==> config.mk <==
export PLATFORM = sky130hd
export DESIGN_NAME = direction_key_filter_flat
export DESIGN_NICKNAME = d
export VERILOG_FILES = /design/src/rtl/direction_key_filter_if.sv /design/src/rtl/direction_key_filter.sv /design/src/flat_wrapper.sv
export SDC_FILE = /design/constraint.sdc
export NUM_CORES = 1
export LEC_CHECK = 0
export BUFFER_PORTS_ARGS = -buffer_cell sky130_fd_sc_hd__buf_2
export CAP_MARGIN = 20
export CORE_MARGIN = 3
export CORE_UTILIZATION = 40
export DETAILED_ROUTE_END_ITERATION = 7
export PLACE_DENSITY_LB_ADDON = 0.08
export SYNTH_ARGS = -nofsm -noshare
export SYNTH_HDL_FRONTEND = slang
export SYNTH_SLANG_ARGS = --single-unit
export TNS_END_PERCENT = 50
==> constraint.sdc <==
create_clock -name clk -period 2.5 [get_ports clk]
set_clock_uncertainty 0.15 [all_clocks]
set_input_delay 0.25 -clock clk [delete_from_list [all_inputs] [get_ports clk]]
set_output_delay 0.25 -clock clk [all_outputs]
set_load 0.01 [all_outputs]
==> src/rtl/direction_key_filter_if.sv <==
// direction_key_filter_if: button inputs, game-enable and debounced key/heading outputs
interface direction_key_filter_if;
    logic       en;
    logic       btn_r, btn_l, btn_u, btn_d;
    logic       key_r, key_l, key_u, key_d;
    logic [1:0] dir;
    modport master(output en, btn_r, btn_l, btn_u, btn_d, input key_r, key_l, key_u, key_d, dir);
    modport slave(input en, btn_r, btn_l, btn_u, btn_d, output key_r, key_l, key_u, key_d, dir);
endinterface

==> src/rtl/direction_key_filter.sv <==
// direction_key_filter: debounces four direction buttons into arbitrated single-cycle key pulses and a heading
module direction_key_filter #(
    parameter int DEBOUNCE_CYCLES = 1_000_000
) (
    input logic clk,
    input logic rst,
    direction_key_filter_if.slave bus
);
    typedef enum logic [1:0] {RELEASED, PRESS_WAIT, HELD, RELEASE_WAIT} key_state_t;
    localparam logic [19:0] LIMIT = 20'(DEBOUNCE_CYCLES - 1);
    logic [3:0] btn, evt, key_q;
    logic [1:0] dir_q, sel;
    logic       accept;
    assign btn = {bus.btn_d, bus.btn_u, bus.btn_l, bus.btn_r};
    for (genvar i = 0; i < 4; i++) begin : g_key
        key_state_t  st;
        logic [19:0] cnt;
        logic [1:0]  sync;
        logic        hit;
        // two-flop synchronizer for the asynchronous button
        always_ff @(posedge clk)
            sync <= rst ? 2'b00 : {sync[0], btn[i]};
        // debounce FSM; hit pulses on the edge a press qualifies, the counter is the count about to be reached minus one
        always_ff @(posedge clk) begin
            if (rst) begin
                st  <= RELEASED;
                cnt <= '0;
                hit <= 1'b0;
            end else begin
                hit <= 1'b0;
                case (st)
                    RELEASED:
                        if (sync[1]) begin
                            st  <= PRESS_WAIT;
                            cnt <= 20'd1;
                        end
                    PRESS_WAIT:
                        if (!sync[1]) begin
                            st  <= RELEASED;
                            cnt <= '0;
                        end else if (cnt == LIMIT) begin
                            st  <= HELD;
                            cnt <= '0;
                            hit <= 1'b1;
                        end else cnt <= cnt + 20'd1;
                    HELD:
                        if (!sync[1]) begin
                            st  <= RELEASE_WAIT;
                            cnt <= 20'd1;
                        end
                    default:
                        if (sync[1]) begin
                            st  <= HELD;
                            cnt <= '0;
                        end else if (cnt == LIMIT) begin
                            st  <= RELEASED;
                            cnt <= '0;
                        end else cnt <= cnt + 20'd1;
                endcase
            end
        end
        assign evt[i] = hit;
    end
    // priority R > L > U > D; the opposite of a heading differs only in its low bit
    always_comb begin
        sel    = evt[0] ? 2'd0 : evt[1] ? 2'd1 : evt[2] ? 2'd2 : 2'd3;
        accept = |evt && bus.en && ((sel ^ 2'b01) != dir_q);
    end
    // registered pulse and heading, reversal judged against the heading held before this edge
    always_ff @(posedge clk) begin
        if (rst) begin
            key_q <= '0;
            dir_q <= 2'b00;
        end else begin
            key_q <= accept ? 4'b0001 << sel : 4'b0000;
            if (accept) dir_q <= sel;
        end
    end
    assign {bus.key_d, bus.key_u, bus.key_l, bus.key_r} = key_q;
    assign bus.dir = dir_q;
endmodule

==> src/flat_wrapper.sv <==
// flat-port wrapper written by rule: the top's interface ports become plain ports
module direction_key_filter_flat 
#(
    parameter int DEBOUNCE_CYCLES = 1_000_000
)
  (clk, rst, bus_en, bus_btn_r, bus_btn_l, bus_btn_u, bus_btn_d, bus_key_r, bus_key_l, bus_key_u, bus_key_d, bus_dir);
  direction_key_filter_if bus_i ();
  input logic clk;
  input logic rst;
  input wire logic [$bits(bus_i.en)-1:0] bus_en;
  input wire logic [$bits(bus_i.btn_r)-1:0] bus_btn_r;
  input wire logic [$bits(bus_i.btn_l)-1:0] bus_btn_l;
  input wire logic [$bits(bus_i.btn_u)-1:0] bus_btn_u;
  input wire logic [$bits(bus_i.btn_d)-1:0] bus_btn_d;
  output wire logic [$bits(bus_i.key_r)-1:0] bus_key_r;
  output wire logic [$bits(bus_i.key_l)-1:0] bus_key_l;
  output wire logic [$bits(bus_i.key_u)-1:0] bus_key_u;
  output wire logic [$bits(bus_i.key_d)-1:0] bus_key_d;
  output wire logic [$bits(bus_i.dir)-1:0] bus_dir;
  assign bus_i.en = bus_en;
  assign bus_i.btn_r = bus_btn_r;
  assign bus_i.btn_l = bus_btn_l;
  assign bus_i.btn_u = bus_btn_u;
  assign bus_i.btn_d = bus_btn_d;
  assign bus_key_r = bus_i.key_r;
  assign bus_key_l = bus_i.key_l;
  assign bus_key_u = bus_i.key_u;
  assign bus_key_d = bus_i.key_d;
  assign bus_dir = bus_i.dir;
  direction_key_filter #(.DEBOUNCE_CYCLES(DEBOUNCE_CYCLES)) u_core (.clk(clk), .rst(rst), .bus(bus_i));
endmodule
# Word level (Yosys, flattened, before mapping)
# Index checks and enable logic that the tools add are counted.
# op_classes
n_addsub,4
eq_ne,25
n_shift,1
muxes,59
bitwise_logic,10
n_reduce_logical,24
# op_table
op,n
20-bit two-way mux,20
20-bit case mux with 3 select lines,4
20-bit by 1-bit adder with 20-bit output (second input constant),4
20-bit equality test (second input constant),4
2-bit two-way mux,26
2-bit case mux with 3 select lines,4
4-bit AND reduction,4
4-bit nonzero test,4
3-bit != test (second input constant),4
3-bit OR reduction,4
1-bit inverter,10
2-bit by 1-bit equality test with 1-bit output (second input constant),4
2-bit equality test (second input constant),4
2-bit zero test,4
2-bit by 1-bit != test with 1-bit output (second input constant),4
2-bit != test (second input constant),4
2-bit AND reduction,4
1-bit two-way mux,5
4-bit OR reduction,1
1-bit by 2-bit left shift with 4-bit output (first input constant),1
1-bit logical AND,2
2-bit != test,1
2-bit OR reduction,1
# word_totals
regBits,106
input_bits,7
out_inout_bits,6
word_cells,141

# Logic depth before layout (Yosys ltp)
# Gate-level depths: netlist of the first run.
# depth
word_depth,8
mapped_depth,8
ltp_nobuf,7

# Worst setup path after synthesis of the first run
# No wires, ideal clock.
# synth_path
path_type,flip-flop to flip-flop
from,register u_core.g_key[0].st[0]
to,register u_core.g_key[0].cnt[15]
setup_ns,0.126
arrival_time_ns,1.992
path_slack_ns,0.233
stages_incl_launch_ff,9
path_cell_list,dfxtp_1 -> inv_1 -> ha_1 -> mux2_4 -> or4_4 -> buf_6 -> and3b_1 -> xnor2_1 -> nor2_2
# synth_between
elab_chain_len,3
elab_cells_between_ends,7
cone_classes,eq/ne (4); mux (1); reduce/logical (2)
# synth_lines
item,line_no,source
start: declaration,direction_key_filter.sv:16,key_state_t st;
start signal: assignment,direction_key_filter.sv:26,st <= RELEASED;
start signal: assignment,direction_key_filter.sv:34,st <= PRESS_WAIT;
start signal: assignment,direction_key_filter.sv:39,st <= RELEASED;
2-bit equality test or 2-bit zero test (tied branches),direction_key_filter.sv:31,case (st)
2-bit != test (no source line) or 2-bit by 1-bit != test with 1-bit output (tied branches),n/a,
2-bit AND reduction (no source line),n/a,
end signal: assignment,direction_key_filter.sv:45,end else cnt <= cnt + 20'd1;
end signal: assignment,direction_key_filter.sv:58,end else cnt <= cnt + 20'd1;
end: declaration,direction_key_filter.sv:17,logic [19:0] cnt;
# Parallel ways exist; a longest one is shown, timed or not.
# A chain may end at the register's enable or synchronous reset.

# Final worst setup path of the first run
# Ends and elaborated chain as after synthesis.

==> results of run 1 <==
## per-layer routing
metal	vias to the layer above	share of wire, %	global-route usage, %
met2	39	46	25.3
met5	-	0	0
met1	1992	50	20.4
li1	2284	-	-
met3	7	3.6	4.52
met4	0	1.0	4.34
## layout make-up
class	count	area, um2
repair buffers	33	240
flip-flops and latches	106	2120
well taps	172	215
clock inverters	3	65.1
fillers	1235	6800
inverters	30	113
multi-input cells	480	2990
clock buffers	12	236
## stage by stage
step | cell area (um2) | hold WS [ns] | setup slack, ns | utilization, % | instances
floorplan | 5310 | 0.228 | 0.233 | - | 637
global placement | 5630 | 0.274 | 0.135 | 44.0 | 817
detailed placement | 5630 | 0.273 | 0.0169 | 44.0 | 817
CTS | 5970 | 0.105 | 0.105 | 46.7 | 836
global route | 5980 | 0.129 | 0.0911 | 46.8 | 836
finish | 5980 | 0.117 | 0.172 | 46.8 | 836
## flip-flops by register name, summed over array words and instances (netlist names), named ones only
register / flops
u_core.g_key.st: 4
u_core.g_key.hit: 4
u_core.g_key.sync: 8
u_core.bus.dir: 2
u_core.key_q: 4
u_core.g_key.cnt: 80
## cell usage in the layout, fill, tap and decap left out, types with 10 or more instances in the layout
cell and instances:
sky130_fd_sc_hd__buf_2 12, sky130_fd_sc_hd__dfxtp_1 106, sky130_fd_sc_hd__xnor2_1 37, sky130_fd_sc_hd__inv_1 29
sky130_fd_sc_hd__nor3_1 24, sky130_fd_sc_hd__and3_1 10, sky130_fd_sc_hd__nand2_1 61, sky130_fd_sc_hd__nor4_1 11
sky130_fd_sc_hd__nor2_1 89, sky130_fd_sc_hd__a21oi_1 21, sky130_fd_sc_hd__buf_4 16, sky130_fd_sc_hd__o21ai_0 17
sky130_fd_sc_hd__xor2_1 18, sky130_fd_sc_hd__nand3_1 30, sky130_fd_sc_hd__a211oi_1 10, sky130_fd_sc_hd__ha_1 20
sky130_fd_sc_hd__nand4_1 19
## how the worst min path moves through the flow
stage | cells past startpoint | start | slack [ns] | to
global route | 2 | rst | 0.13 | u_core.g_key[3].sync[1]$_SDFF_PP0_
CTS | 2 | rst | 0.11 | u_core.g_key[0].sync[0]$_SDFF_PP0_
detailed placement | 1 | u_core.g_key[0].sync[0]$_SDFF_PP0_ | 0.27 | u_core.g_key[0].sync[1]$_SDFF_PP0_
floorplan | 1 | bus_btn_r | 0.23 | u_core.g_key[0].sync[0]$_SDFF_PP0_
finish | 2 | rst | 0.12 | u_core.g_key[0].sync[0]$_SDFF_PP0_
global placement | 1 | u_core.g_key[0].sync[0]$_SDFF_PP0_ | 0.27 | u_core.g_key[0].sync[1]$_SDFF_PP0_
## synthesized netlist by cell type, types with 3 or more instances
library cell / count / area, um2
sky130_fd_sc_hd__dfxtp_1: 106 / 2120
sky130_fd_sc_hd__nor2_1: 89 / 334
sky130_fd_sc_hd__nand2_1: 61 / 229
sky130_fd_sc_hd__xnor2_1: 37 / 324
sky130_fd_sc_hd__nand3_1: 30 / 150
sky130_fd_sc_hd__inv_1: 29 / 109
sky130_fd_sc_hd__nor3_1: 24 / 120
sky130_fd_sc_hd__a21oi_1: 22 / 110
sky130_fd_sc_hd__ha_1: 20 / 250
sky130_fd_sc_hd__nand4_1: 19 / 119
sky130_fd_sc_hd__xor2_1: 18 / 158
sky130_fd_sc_hd__o21ai_0: 17 / 85.1
sky130_fd_sc_hd__clkbuf_1: 16 / 60.1
sky130_fd_sc_hd__nor4_1: 12 / 75.1
sky130_fd_sc_hd__a211oi_1: 10 / 75.1
sky130_fd_sc_hd__and3_1: 10 / 62.6
sky130_fd_sc_hd__a31oi_1: 9 / 56.3
sky130_fd_sc_hd__nor2b_1: 9 / 56.3
sky130_fd_sc_hd__and2_1: 6 / 37.5
sky130_fd_sc_hd__mux2i_1: 6 / 60.1
sky130_fd_sc_hd__or3_1: 6 / 37.5
sky130_fd_sc_hd__or4_1: 6 / 45.0
sky130_fd_sc_hd__and4_1: 5 / 43.8
sky130_fd_sc_hd__nand2b_1: 5 / 31.3
sky130_fd_sc_hd__nand3b_1: 5 / 37.5
sky130_fd_sc_hd__o21a_1: 5 / 37.5
sky130_fd_sc_hd__o221ai_1: 5 / 43.8
sky130_fd_sc_hd__nor3b_1: 4 / 30.0
sky130_fd_sc_hd__a21o_1: 3 / 22.5
sky130_fd_sc_hd__buf_2: 3 / 15.0
sky130_fd_sc_hd__nor3_2: 3 / 30.0
sky130_fd_sc_hd__nor4b_1: 3 / 26.3
sky130_fd_sc_hd__o2111ai_1: 3 / 26.3
## critical path, stage by stage, from the launching register on
cell,delay (ns)
sky130_fd_sc_hd__dfxtp_1,0.36
sky130_fd_sc_hd__inv_1,0.10
sky130_fd_sc_hd__ha_1,0.27
sky130_fd_sc_hd__mux2_4,0.32
sky130_fd_sc_hd__or4_4,0.60
sky130_fd_sc_hd__and3b_1,0.25
sky130_fd_sc_hd__xnor2_1,0.13
sky130_fd_sc_hd__nor2_2,0.04
## cells by family (layout without fill, tap and decap cells)
group                    Yosys count  after routing  share of synthesized area (%)
adder cells (fa/ha/maj)           20             20                           4.71
flip-flops                       106            106                           40.0
AO/OA/AOI/OAI                     90             90                           11.3
multiplexers                       9              9                           1.84
AND/OR/NAND/NOR                  306            306                           29.1
buffers and inverters             51             78                           3.96
XOR/XNOR                          55             55                           9.08
## what timing repair did
| item | in CTS | in global routing |
|---|---|---|
| hold buffers | 4 | 0 |
| endpoints found under the setup margin | 2 | 16 |
| resized for setup | 1 | 1 |
| hold endpoints to repair | 4 | 0 |
## power groups by stage
stage / Sequential (mW) / Combinational [mW] / Clock (mW)
after global routing: 1.71 / 0.145 / 1.58
after floorplan: 1.74 / 0.0861 / 0
final: 1.71 / 0.130 / 1.47
after CTS: 1.71 / 0.132 / 1.51
after detailed placement: 1.75 / 0.127 / 0
after global placement: 1.75 / 0.127 / 0
==> results_tabular.tex, run 1 <==
\begin{tabular}{lr}
\hline
Metric & Value \\
\hline
\multicolumn{2}{l}{\textbf{Synthesis}} \\
Sequential cell area fraction in the yosys report & around two fifths \\
Yosys cell types & 56 \\
Count of mapped cells out of synthesis & between 600 and 700 \\
Number of synthesized flops with an enable pin & 0 \\
Average instance area after synthesis & 8.33 um2 \\
Total of warnings raised by yosys & 0 \\
Netlist area before placement & around 0.0053 mm2 \\
Syn nets & $\sim$660 \\
Fraction of synthesis flops using an asynchronous set or reset pin & 0\% \\
Total of flip-flops plus latches after synthesis & about 110 \\
Leading register cell type out of synthesis & sky130\_fd\_sc\_hd\_\_dfxtp\_1 \\
\multicolumn{2}{l}{\textbf{Timing}} \\
Count of endpoints failing setup in the final report & 0 \\
Unrepaired setup endpoints after global routing & false \\
Sum of negative setup slack & 0 ns \\
Slew of the pin with the lowest slew margin & 0.593 ns \\
Final worst path period share & between 90 and 100\% \\
Count of endpoints failing hold in the final timing report & 0 \\
Tightest slew margin relative to the limit & 60.5\% \\
Min Clock Period, post-route & 2.33 ns \\
Final max-slew violation count & 0 \\
Max frequency & 429 MHz \\
\multicolumn{2}{l}{\textbf{Setup path}} \\
Count of cells along the worst register-to-register path & 7 \\
Critical Path RT & 2.59 ns \\
Maximum fanout encountered on the critical timing path & 8 \\
Reg-to-Reg End & u\_core.g\_key[0].cnt[15]\$\_SDFFE\_PP0P\_ \\
Register-to-Register Setup Slack & 0.17 ns \\
Setup crit end kind & flip-flop \\
Last element of the critical path & u\_core.g\_key[0].cnt[15]\$\_SDFFE\_PP0P\_ \\
Arrival time at the worst endpoint & 2.42 ns \\
Setup Crit Path Kind & reg2reg \\
Critical path startpoint category & flip-flop \\
Startpoint of the worst-slack reg-to-reg timing path & u\_core.g\_key[0].st[0]\$\_SDFFE\_PP0P\_ \\
Start point of the critical path & u\_core.g\_key[0].st[0]\$\_SDFFE\_PP0P\_ \\
\multicolumn{2}{l}{\textbf{Cells and area}} \\
Growth of design area from synthesis to finish & 12.6\% \\
Antenna fix cells & 0 \\
Nets@finish & approximately 690 \\
Ratio of cells with drive above 1 in the final layout & under 10\% \\
\multicolumn{2}{l}{\textbf{Flow run}} \\
Number of max-cap violations & 0 \\
\multicolumn{2}{l}{\textbf{Clocking}} \\
Setup repair bufs after CTS & 0 \\
Clock transition at the registers of the reported paths & around 0.07 ns \\
Number of CTS-inserted buffers & 9 \\
H-Tree Depth & 3 \\
Latest clock arrival within the worst-skew pair & 0.34 ns \\
Clk sinks & 106 \\
TritonCTS clock tree & yes \\
Cell at the root of the clock tree & sky130\_fd\_sc\_hd\_\_clkbuf\_16 \\
Maximum buffer depth of the clock tree & 2 \\
\multicolumn{2}{l}{\textbf{Min path}} \\
Worst hold path class & in2reg \\
\multicolumn{2}{l}{\textbf{Floorplanning}} \\
Initial cell density of the core & 41.6\% \\
Number of rows created at floorplan & between 40 and 50 \\
Width of the die & 121 um \\
Die outline area & approximately 0.015 mm2 \\
Floorplan core area & $\sim$0.013 mm2 \\
Num ports & 13 \\
Chip Height & 121 um \\
\multicolumn{2}{l}{\textbf{Global route}} \\
Via count of the first global-routing pass & 4123 \\
GRT Util Overall & 15.7\% \\
Pin count of the biggest net entering global routing & 20 \\
Initial antenna violation count & 0 \\
Total congestion overflow after global routing & 0 \\
Wire length of the first global-routing pass & 19.1 mm \\
\multicolumn{2}{l}{\textbf{Drt}} \\
Remaining design rule violation count & 0 \\
Final ANT Viol Nets & 0 \\
Detailed-route vias per instance & 5.17 \\
Length of the first detailed-routing pass in iterations & 4 \\
Total wire length after detailed routing & between 10 and 15 mm \\
Iteration-0 DRC Markers & roughly 220 \\
Count of vias placed by the detailed router & 4322 \\
Routed WL per cell & around 13 um \\
\multicolumn{2}{l}{\textbf{Power}} \\
Sequential Power Share & between 50\% and 60\% \\
Combinational power share & 3.9\% \\
PD cells & $\sim$550 mW/mm2 \\
Switching portion of total power & 20.7\% \\
Total chip power & roughly 3.3 mW \\
Net load switching power & 686 uW \\
Internal power of the cells & 2.62 mW \\
Share of total power in the clock network & 44.3\% \\
Static Leak & 1.95 nW \\
Max rail drop VDD & approximately 0.31 mV \\
\multicolumn{2}{l}{\textbf{Placement}} \\
Estimated wirelength of the detail-placed design & 7.73 mm \\
Final GP Congestion & roughly 0.85 \\
Port Buf Inserts & 12 \\
\multicolumn{2}{l}{\textbf{Status}} \\
Run status & finished clean \\
\hline
\end{tabular}
(Power assumes the default switching activity.)
==> run 2, diff against run 1 <==
==> constraint.sdc (replaced) <==
create_clock -name clk -period 2.7 [get_ports clk]
set_clock_uncertainty 0.15 [all_clocks]
set_input_delay 0.135 -clock clk [delete_from_list [all_inputs] [get_ports clk]]
set_output_delay 0.135 -clock clk [all_outputs]
set_load 0.01 [all_outputs]
==> run 2 against run 1 <==
Count of clock-buffer cells in the layout fell by 2. First-iteration DRC count rose by 25%. Utilization barely moved. Worst setup slack improved by 0.18 ns. Sequential share of layout area barely moved. Maximum frequency fell by 0.87%. Combinational power fell by 8%. Wire length fell by 0.92%. Clock power rose by 3%. Cell count fell by 0.36%. Critical path depth did not move. Largest cell class unchanged. Largest power group unchanged.
==> results_tabular.tex, run 2 (synthesis gave the netlist of run 1 again) <==
\begin{tabular}{lr}
\hline
Metric & Value \\
\hline
\multicolumn{2}{l}{\textbf{Status}} \\
Run status & finished clean \\
\multicolumn{2}{l}{\textbf{Setup path}} \\
Family of cells with the greatest summed delay on the critical path & compound AO/OA/AOI/OAI gates \\
Highest-delay cell along the critical path & sky130\_fd\_sc\_hd\_\_a31oi\_1 \\
Longest individual stage delay on the worst path & 0.40 ns \\
Setup Crit Path Kind & reg2reg \\
Cell breakdown of the critical path & ha\_1, nand3\_1, nor3\_1, a31oi\_1, o21ai\_0, buf\_4, nor2\_1 \\
Number of buffer and inverter instances along the worst setup path & 1 \\
Critical Path RT & 2.79 ns \\
Maximum fanout encountered on the critical timing path & 11 \\
Critical path startpoint category & flip-flop \\
Arrival time at the worst endpoint & between 2 and 2.5 ns \\
Setup crit end kind & flip-flop \\
Register-to-Register Setup Slack & 0.35 ns \\
\multicolumn{2}{l}{\textbf{Clocking}} \\
Clk sinks & 106 \\
Clock transition at the registers of the reported paths & 0.07 ns \\
Latest clock arrival within the worst-skew pair & 0.35 ns \\
Maximum buffer depth of the clock tree & 2 \\
Number of CTS-inserted buffers & 9 \\
H-Tree Depth & 3 \\
Cell at the root of the clock tree & sky130\_fd\_sc\_hd\_\_clkbuf\_16 \\
TritonCTS clock tree & yes \\
\multicolumn{2}{l}{\textbf{Drt}} \\
Total wire length after detailed routing & about 11 mm \\
Iteration-0 DRC Markers & 272 \\
Count of vias placed by the detailed router & 4368 \\
Highest metal layer with signal wires & met4 \\
Routed WL per cell & roughly 13 um \\
Final ANT Viol Nets & 0 \\
Detailed route wirelength on metal3 & 446 um \\
Remaining design rule violation count & 0 \\
Length of the first detailed-routing pass in iterations & 5 \\
Detailed-route vias per instance & 5.24 \\
M1 WL & 5.30 mm \\
Met2 routed WL & about 5 mm \\
\multicolumn{2}{l}{\textbf{Power}} \\
Max rail drop VDD & 0.333 mV \\
PD cells & around 540 mW/mm2 \\
Static Leak & 1.96 nW \\
\multicolumn{2}{l}{\textbf{Cells and area}} \\
Core occupancy in the finished layout & 46.8\% \\
Flip-flop count of the largest register after layout & 80 \\
Ratio of cells with drive above 1 in the final layout & 8.32\% \\
Nets@finish & $\sim$680 \\
Register ranked first by flip-flop count & u\_core.g\_key.cnt \\
Registers with the most flip-flops & u\_core.g\_key.cnt x80, u\_core.g\_key.sync x8 \\
Top library cells by usage in the layout, fill and taps aside & sky130\_fd\_sc\_hd\_\_dfxtp\_1, sky130\_fd\_sc\_hd\_\_nor2\_1, sky130\_fd\_sc\_hd\_\_nand2\_1 \\
Antenna fix cells & 0 \\
Most common library cell in the layout ignoring fill and taps & sky130\_fd\_sc\_hd\_\_dfxtp\_1 \\
Layout Cell Area excl Fill & 0.00598 mm2 \\
Filler cells & around 1200 \\
Growth of design area from synthesis to finish & 12.6\% \\
\multicolumn{2}{l}{\textbf{Floorplanning}} \\
Initial cell density of the core & around two fifths \\
Die outline area & 0.0147 mm2 \\
Num ports & 13 \\
Number of rows created at floorplan & slightly above 40 \\
Width of the die & 121 um \\
Floorplan core area & 0.0128 mm2 \\
Chip Height & 121 um \\
\multicolumn{2}{l}{\textbf{Global route}} \\
Initial antenna violation count & 0 \\
Total congestion overflow after global routing & 0 \\
Via count of the first global-routing pass & 4003 \\
GRT Util Overall & 15.4\% \\
Wire length of the first global-routing pass & 18.7 mm \\
Pin count of the biggest net entering global routing & 45 \\
\multicolumn{2}{l}{\textbf{Flow run}} \\
Number of max-cap violations & 0 \\
\multicolumn{2}{l}{\textbf{Timing}} \\
Count of endpoints failing setup in the final report & 0 \\
Max frequency & 426 MHz \\
Final worst path period share & 87.0\% \\
Unrepaired setup endpoints after global routing & false \\
Count of endpoints failing hold in the final timing report & 0 \\
Min Clock Period, post-route & 2.35 ns \\
Sum of negative setup slack & 0 ns \\
Final max-slew violation count & 0 \\
Slew of the pin with the lowest slew margin & 0.851 ns \\
Tightest slew margin relative to the limit & 43.0\% \\
\multicolumn{2}{l}{\textbf{Min path}} \\
Worst hold path class & in2reg \\
\multicolumn{2}{l}{\textbf{Placement}} \\
Estimated wirelength of the detail-placed design & 7.66 mm \\
Cell area reported after detailed placement & roughly 0.0056 mm2 \\
Final GP Congestion & 0.855 \\
Port Buf Inserts & 12 \\
\hline
\end{tabular}
-- run 2: cell count changes in the layout (fill, tap and decap cells not counted) --
cell	previous run	this run
sky130_fd_sc_hd__inv_6	0	1
sky130_fd_sc_hd__clkbuf_8	0	1
sky130_fd_sc_hd__bufinv_16	2	3
sky130_fd_sc_hd__nor4_1	11	12
sky130_fd_sc_hd__buf_4	16	13
sky130_fd_sc_hd__nor4_2	1	0
sky130_fd_sc_hd__clkbuf_1	3	0
sky130_fd_sc_hd__clkinv_4	0	1
sky130_fd_sc_hd__buf_12	1	0
-- run 2: layout make-up --
cell class / count / area (um2) / area share [%]
clock buffers: 10 / 239 / 4.00
clock inverters: 6 / 113 / 1.88
multi-input cells: 480 / 2980 / 49.8
well taps: 172 / 215 / 3.60
flip-flops and latches: 106 / 2120 / 35.5
repair buffers: 29 / 198 / 3.31
inverters: 30 / 113 / 1.88
-- run 2: path summary, 6_finish.rpt --
check	startpoint	end	depth (start not counted)
worst max-delay path	u_core.g_key[1].cnt[1]$_SDFFE_PP0P_	u_core.g_key[1].cnt[18]$_SDFFE_PP0P_	7
worst max register to register	u_core.g_key[1].cnt[1]$_SDFFE_PP0P_	u_core.g_key[1].cnt[18]$_SDFFE_PP0P_	7
worst min-delay path	bus_en	u_core.key_q[0]$_SDFF_PP0_	3
worst min register to register	u_core.g_key[1].sync[0]$_SDFF_PP0_	u_core.g_key[1].sync[1]$_SDFF_PP0_	1
-- run 2: through the flow --
step                      setup WS (ns)  cells  total power, mW  hold slack [ns]
after floorplan                   0.433    637             1.70            0.113
after global placement            0.411    813             1.74            0.194
after detailed placement          0.299    813             1.74            0.203
after CTS                         0.281    833             3.28           0.0456
after global routing             0.0675    833             3.35           0.0778
final                             0.351    833             3.23           0.0439
-- run 2: what timing repair did --
action / 4_1_cts / 5_1_grt
gates resized for setup: 0 / 1
buffers inserted: 0 / 0
hold buffers: 4 / 0
endpoints found under the setup margin: 0 / 1
hold endpoints to repair: 4 / 0
-- run 2: layer usage --
metal | vias up | GRT usage, %
met5 | - | 0
met4 | 0 | 3.57
met3 | 11 | 4.94
met2 | 79 | 25.0
li1 | 2266 | -
met1 | 2012 | 20.1
-- run 2: power breakdown --
part           switching (mW)  internal [mW]  total, mW
combinational          0.0755         0.0431      0.119
clock                   0.588          0.935       1.52
sequential             0.0105           1.57       1.58
total                   0.673           2.55       3.23
-- run 2: worst min-delay path, cell delays in order --
cell	delay, ns
sky130_fd_sc_hd__buf_2	0.11
sky130_fd_sc_hd__o31ai_1	0.15
sky130_fd_sc_hd__nor3b_1	0.09
==> run 3, diff against run 2 <==
--- a/config.mk
+++ b/config.mk
@@ -7,6 +7,7 @@
 export LEC_CHECK = 0
 export BUFFER_PORTS_ARGS = -buffer_cell sky130_fd_sc_hd__buf_2
 export CAP_MARGIN = 20
+export CORE_ASPECT_RATIO = 1.4
 export CORE_MARGIN = 3
 export CORE_UTILIZATION = 40
 export DETAILED_ROUTE_END_ITERATION = 7
==> run 3 against run 2 <==
First-iteration DRC count fell by 22%. Combinational power barely moved. Via count rose by 0.96%. Count of clock-buffer cells in the layout did not move. Wire length rose by 3.1%. Sequential share of layout area rose by 0.37 points. Global-route usage rose by 0.93 points. Register-to-register slack got worse by 0.08 ns. Sequential cell count did not move. Maximum frequency fell by 3.5%. Power fell by 5.9%. Critical path type unchanged. Critical endpoint is now u_core.g_key[3].cnt[16]$_SDFFE_PP0P_. Largest power group unchanged. Highest routed layer unchanged.
==> results_tabular.tex, run 3 (synthesis gave the netlist of run 1 again) <==
\begin{tabular}{lr}
\hline
Metric & Value \\
\hline
\multicolumn{2}{l}{\textbf{Timing}} \\
Sum of negative setup slack & 0 ns \\
Count of endpoints failing setup in the final report & 0 \\
Final worst path period share & 90.1\% \\
Tightest slew margin relative to the limit & 36.3\% \\
Max frequency & 411 MHz \\
Count of endpoints failing hold in the final timing report & 0 \\
Final max-slew violation count & 0 \\
Slew of the pin with the lowest slew margin & 0.956 ns \\
Unrepaired setup endpoints after global routing & false \\
Min Clock Period, post-route & 2.43 ns \\
\multicolumn{2}{l}{\textbf{Drt}} \\
Total wire length after detailed routing & 11.2 mm \\
Detailed-route vias per instance & 5.26 \\
Count of vias placed by the detailed router & 4410 \\
Length of the first detailed-routing pass in iterations & 4 \\
Final ANT Viol Nets & 0 \\
Remaining design rule violation count & 0 \\
Routed WL per cell & 13.4 um \\
Iteration-0 DRC Markers & 212 \\
\multicolumn{2}{l}{\textbf{Clocking}} \\
H-Tree Depth & 3 \\
Cells resized by post-CTS repair & 0 \\
TritonCTS clock tree & yes \\
Clk sinks & 106 \\
Cell at the root of the clock tree & sky130\_fd\_sc\_hd\_\_clkbuf\_16 \\
Number of CTS-inserted buffers & 9 \\
Setup repair bufs after CTS & 0 \\
Clock transition at the registers of the reported paths & 0.07 ns \\
Maximum buffer depth of the clock tree & 2 \\
Latest clock arrival within the worst-skew pair & 0.35 ns \\
\multicolumn{2}{l}{\textbf{Global route}} \\
Wire length of the first global-routing pass & 19.4 mm \\
Pin count of the biggest net entering global routing & 45 \\
GRT Util Overall & 16.3\% \\
Initial antenna violation count & 0 \\
Via count of the first global-routing pass & 4222 \\
Total congestion overflow after global routing & 0 \\
\multicolumn{2}{l}{\textbf{Placement}} \\
Port Buf Inserts & 12 \\
Final GP Congestion & 0.815 \\
Cell area reported after detailed placement & 0.00558 mm2 \\
Estimated wirelength of the detail-placed design & 7.88 mm \\
\multicolumn{2}{l}{\textbf{Floorplanning}} \\
Initial cell density of the core & between 40\% and 50\% \\
Chip Height & 142 um \\
Floorplan core area & about 0.013 mm2 \\
Die outline area & around 0.015 mm2 \\
Number of rows created at floorplan & 49 \\
Width of the die & around 100 um \\
Num ports & 13 \\
\multicolumn{2}{l}{\textbf{Setup path}} \\
Dominant cell type by count on the critical path & sky130\_fd\_sc\_hd\_\_nand2\_1 \\
Maximum fanout encountered on the critical timing path & 11 \\
Longest individual stage delay on the worst path & 0.75 ns \\
Critical path startpoint category & flip-flop \\
Critical Path RT & 2.82 ns \\
Highest-delay cell along the critical path & sky130\_fd\_sc\_hd\_\_a21oi\_1 \\
Setup crit end kind & flip-flop \\
Cell breakdown of the critical path & inv\_1, ha\_1, nand2\_1, o21a\_1, a21oi\_1, nand2\_1, o221ai\_1 \\
Setup Crit Path Kind & reg2reg \\
Family of cells with the greatest summed delay on the critical path & compound AO/OA/AOI/OAI gates \\
Number of buffer and inverter instances along the worst setup path & 1 \\
Arrival time at the worst endpoint & between 2 and 3 ns \\
\multicolumn{2}{l}{\textbf{Cells and area}} \\
Ratio of cells with drive above 1 in the final layout & under 10\% \\
Growth of design area from synthesis to finish & 11.5\% \\
Antenna fix cells & 0 \\
Nets@finish & between 600 and 700 \\
Register ranked first by flip-flop count & u\_core.g\_key.cnt \\
Registers with the most flip-flops & u\_core.g\_key.cnt x80, u\_core.g\_key.sync x8 \\
Flip-flop count of the largest register after layout & 80 \\
Top library cells by usage in the layout, fill and taps aside & sky130\_fd\_sc\_hd\_\_dfxtp\_1, sky130\_fd\_sc\_hd\_\_nor2\_1, sky130\_fd\_sc\_hd\_\_nand2\_1 \\
Most common library cell in the layout ignoring fill and taps & sky130\_fd\_sc\_hd\_\_dfxtp\_1 \\
Layout Cell Area excl Fill & 0.00592 mm2 \\
Filler cells & 1298 \\
\multicolumn{2}{l}{\textbf{Flow run}} \\
Number of max-cap violations & 0 \\
\multicolumn{2}{l}{\textbf{Status}} \\
Run status & finished clean \\
\multicolumn{2}{l}{\textbf{Power}} \\
PD cells & $\sim$500 mW/mm2 \\
Static Leak & 1.92 nW \\
Max rail drop VDD & around 0.31 mV \\
\multicolumn{2}{l}{\textbf{Min path}} \\
Worst hold path class & in2reg \\
\hline
\end{tabular}
==> run 3: cell types whose count changed in the layout (fill, tap and decap cells not counted) <==
| cell | previous run | this run |
|---|---|---|
| sky130_fd_sc_hd__a21oi_1 | 21 | 22 |
| sky130_fd_sc_hd__a21oi_2 | 1 | 0 |
| sky130_fd_sc_hd__buf_4 | 13 | 12 |
| sky130_fd_sc_hd__bufinv_16 | 3 | 1 |
| sky130_fd_sc_hd__clkbuf_1 | 0 | 1 |
| sky130_fd_sc_hd__clkbuf_8 | 1 | 0 |
| sky130_fd_sc_hd__clkinv_2 | 1 | 2 |
| sky130_fd_sc_hd__clkinv_4 | 1 | 0 |
| sky130_fd_sc_hd__clkinvlp_4 | 0 | 1 |
| sky130_fd_sc_hd__inv_6 | 1 | 2 |
==> run 3: final cells by class <==
type                    instances  area [um2]  area share (%)
multi-input cells             480        2980            50.3
flip-flops and latches        106        2120            35.9
clock buffers                  10         229            3.87
well taps                     178         223            3.76
repair buffers                 28         190            3.21
inverters                      30         113            1.90
clock inverters                 6        65.1            1.10
==> run 3: metrics by stage <==
step / hold slack (ns) / setup WS [ns] / std cells / total power [mW] / utilization [%]
after floorplan: 0.113 / 0.433 / 637 / 1.70 / -
after global placement: 0.196 / 0.361 / 818 / 1.73 / 43.2
after detailed placement: 0.202 / 0.294 / 818 / 1.74 / 43.2
after CTS: 0.0134 / 0.262 / 838 / 3.08 / 45.7
after global routing: 0.0396 / 0.0922 / 838 / 3.16 / 45.7
final: 0.0206 / 0.267 / 838 / 3.04 / 45.7
==> run 3: power by group <==
group / total (mW) / internal, mW / switching, mW
Clock: 1.33 / 0.724 / 0.611
Combinational: 0.117 / 0.0418 / 0.0748
Sequential: 1.58 / 1.57 / 0.0111
==> run 3: timing repair <==
action                                 CTS  global route
hold buffers                             4             0
endpoints found under the hold margin    4             0
setup endpoints to repair                0             0
==> run 3: final timing paths <==
kind	from	to	slack, ns	depth (start not counted)
min reg2reg	u_core.g_key[1].sync[0]$_SDFF_PP0_	u_core.g_key[1].sync[1]$_SDFF_PP0_	0.29	1
min	bus_en	u_core.key_q[0]$_SDFF_PP0_	0.02	3
max	flip-flop	u_core.g_key[3].cnt[16]$_SDFFE_PP0P_	0.27	7
max reg2reg	flip-flop	u_core.g_key[3].cnt[16]$_SDFFE_PP0P_	0.27	7
==> run 3: layer usage <==
layer	track usage, %	up-vias	share of wire, %
met5	0	-	0
met4	6.68	0	1.9
met3	3.58	17	3.0
met2	27.4	69	49
met1	20.0	2052	46
li1	-	2272	-
==> run 3: worst reg2reg max path, delay by kind of cell, from the launching register on <==
family | cells | cell delay (ns)
flip-flops | 1 | 0.34
buffers and inverters | 1 | 0.08
AO/OA/AOI/OAI | 3 | 1.24
adder cells (fa/ha/maj) | 1 | 0.14
AND/OR/NAND/NOR | 2 | 0.39
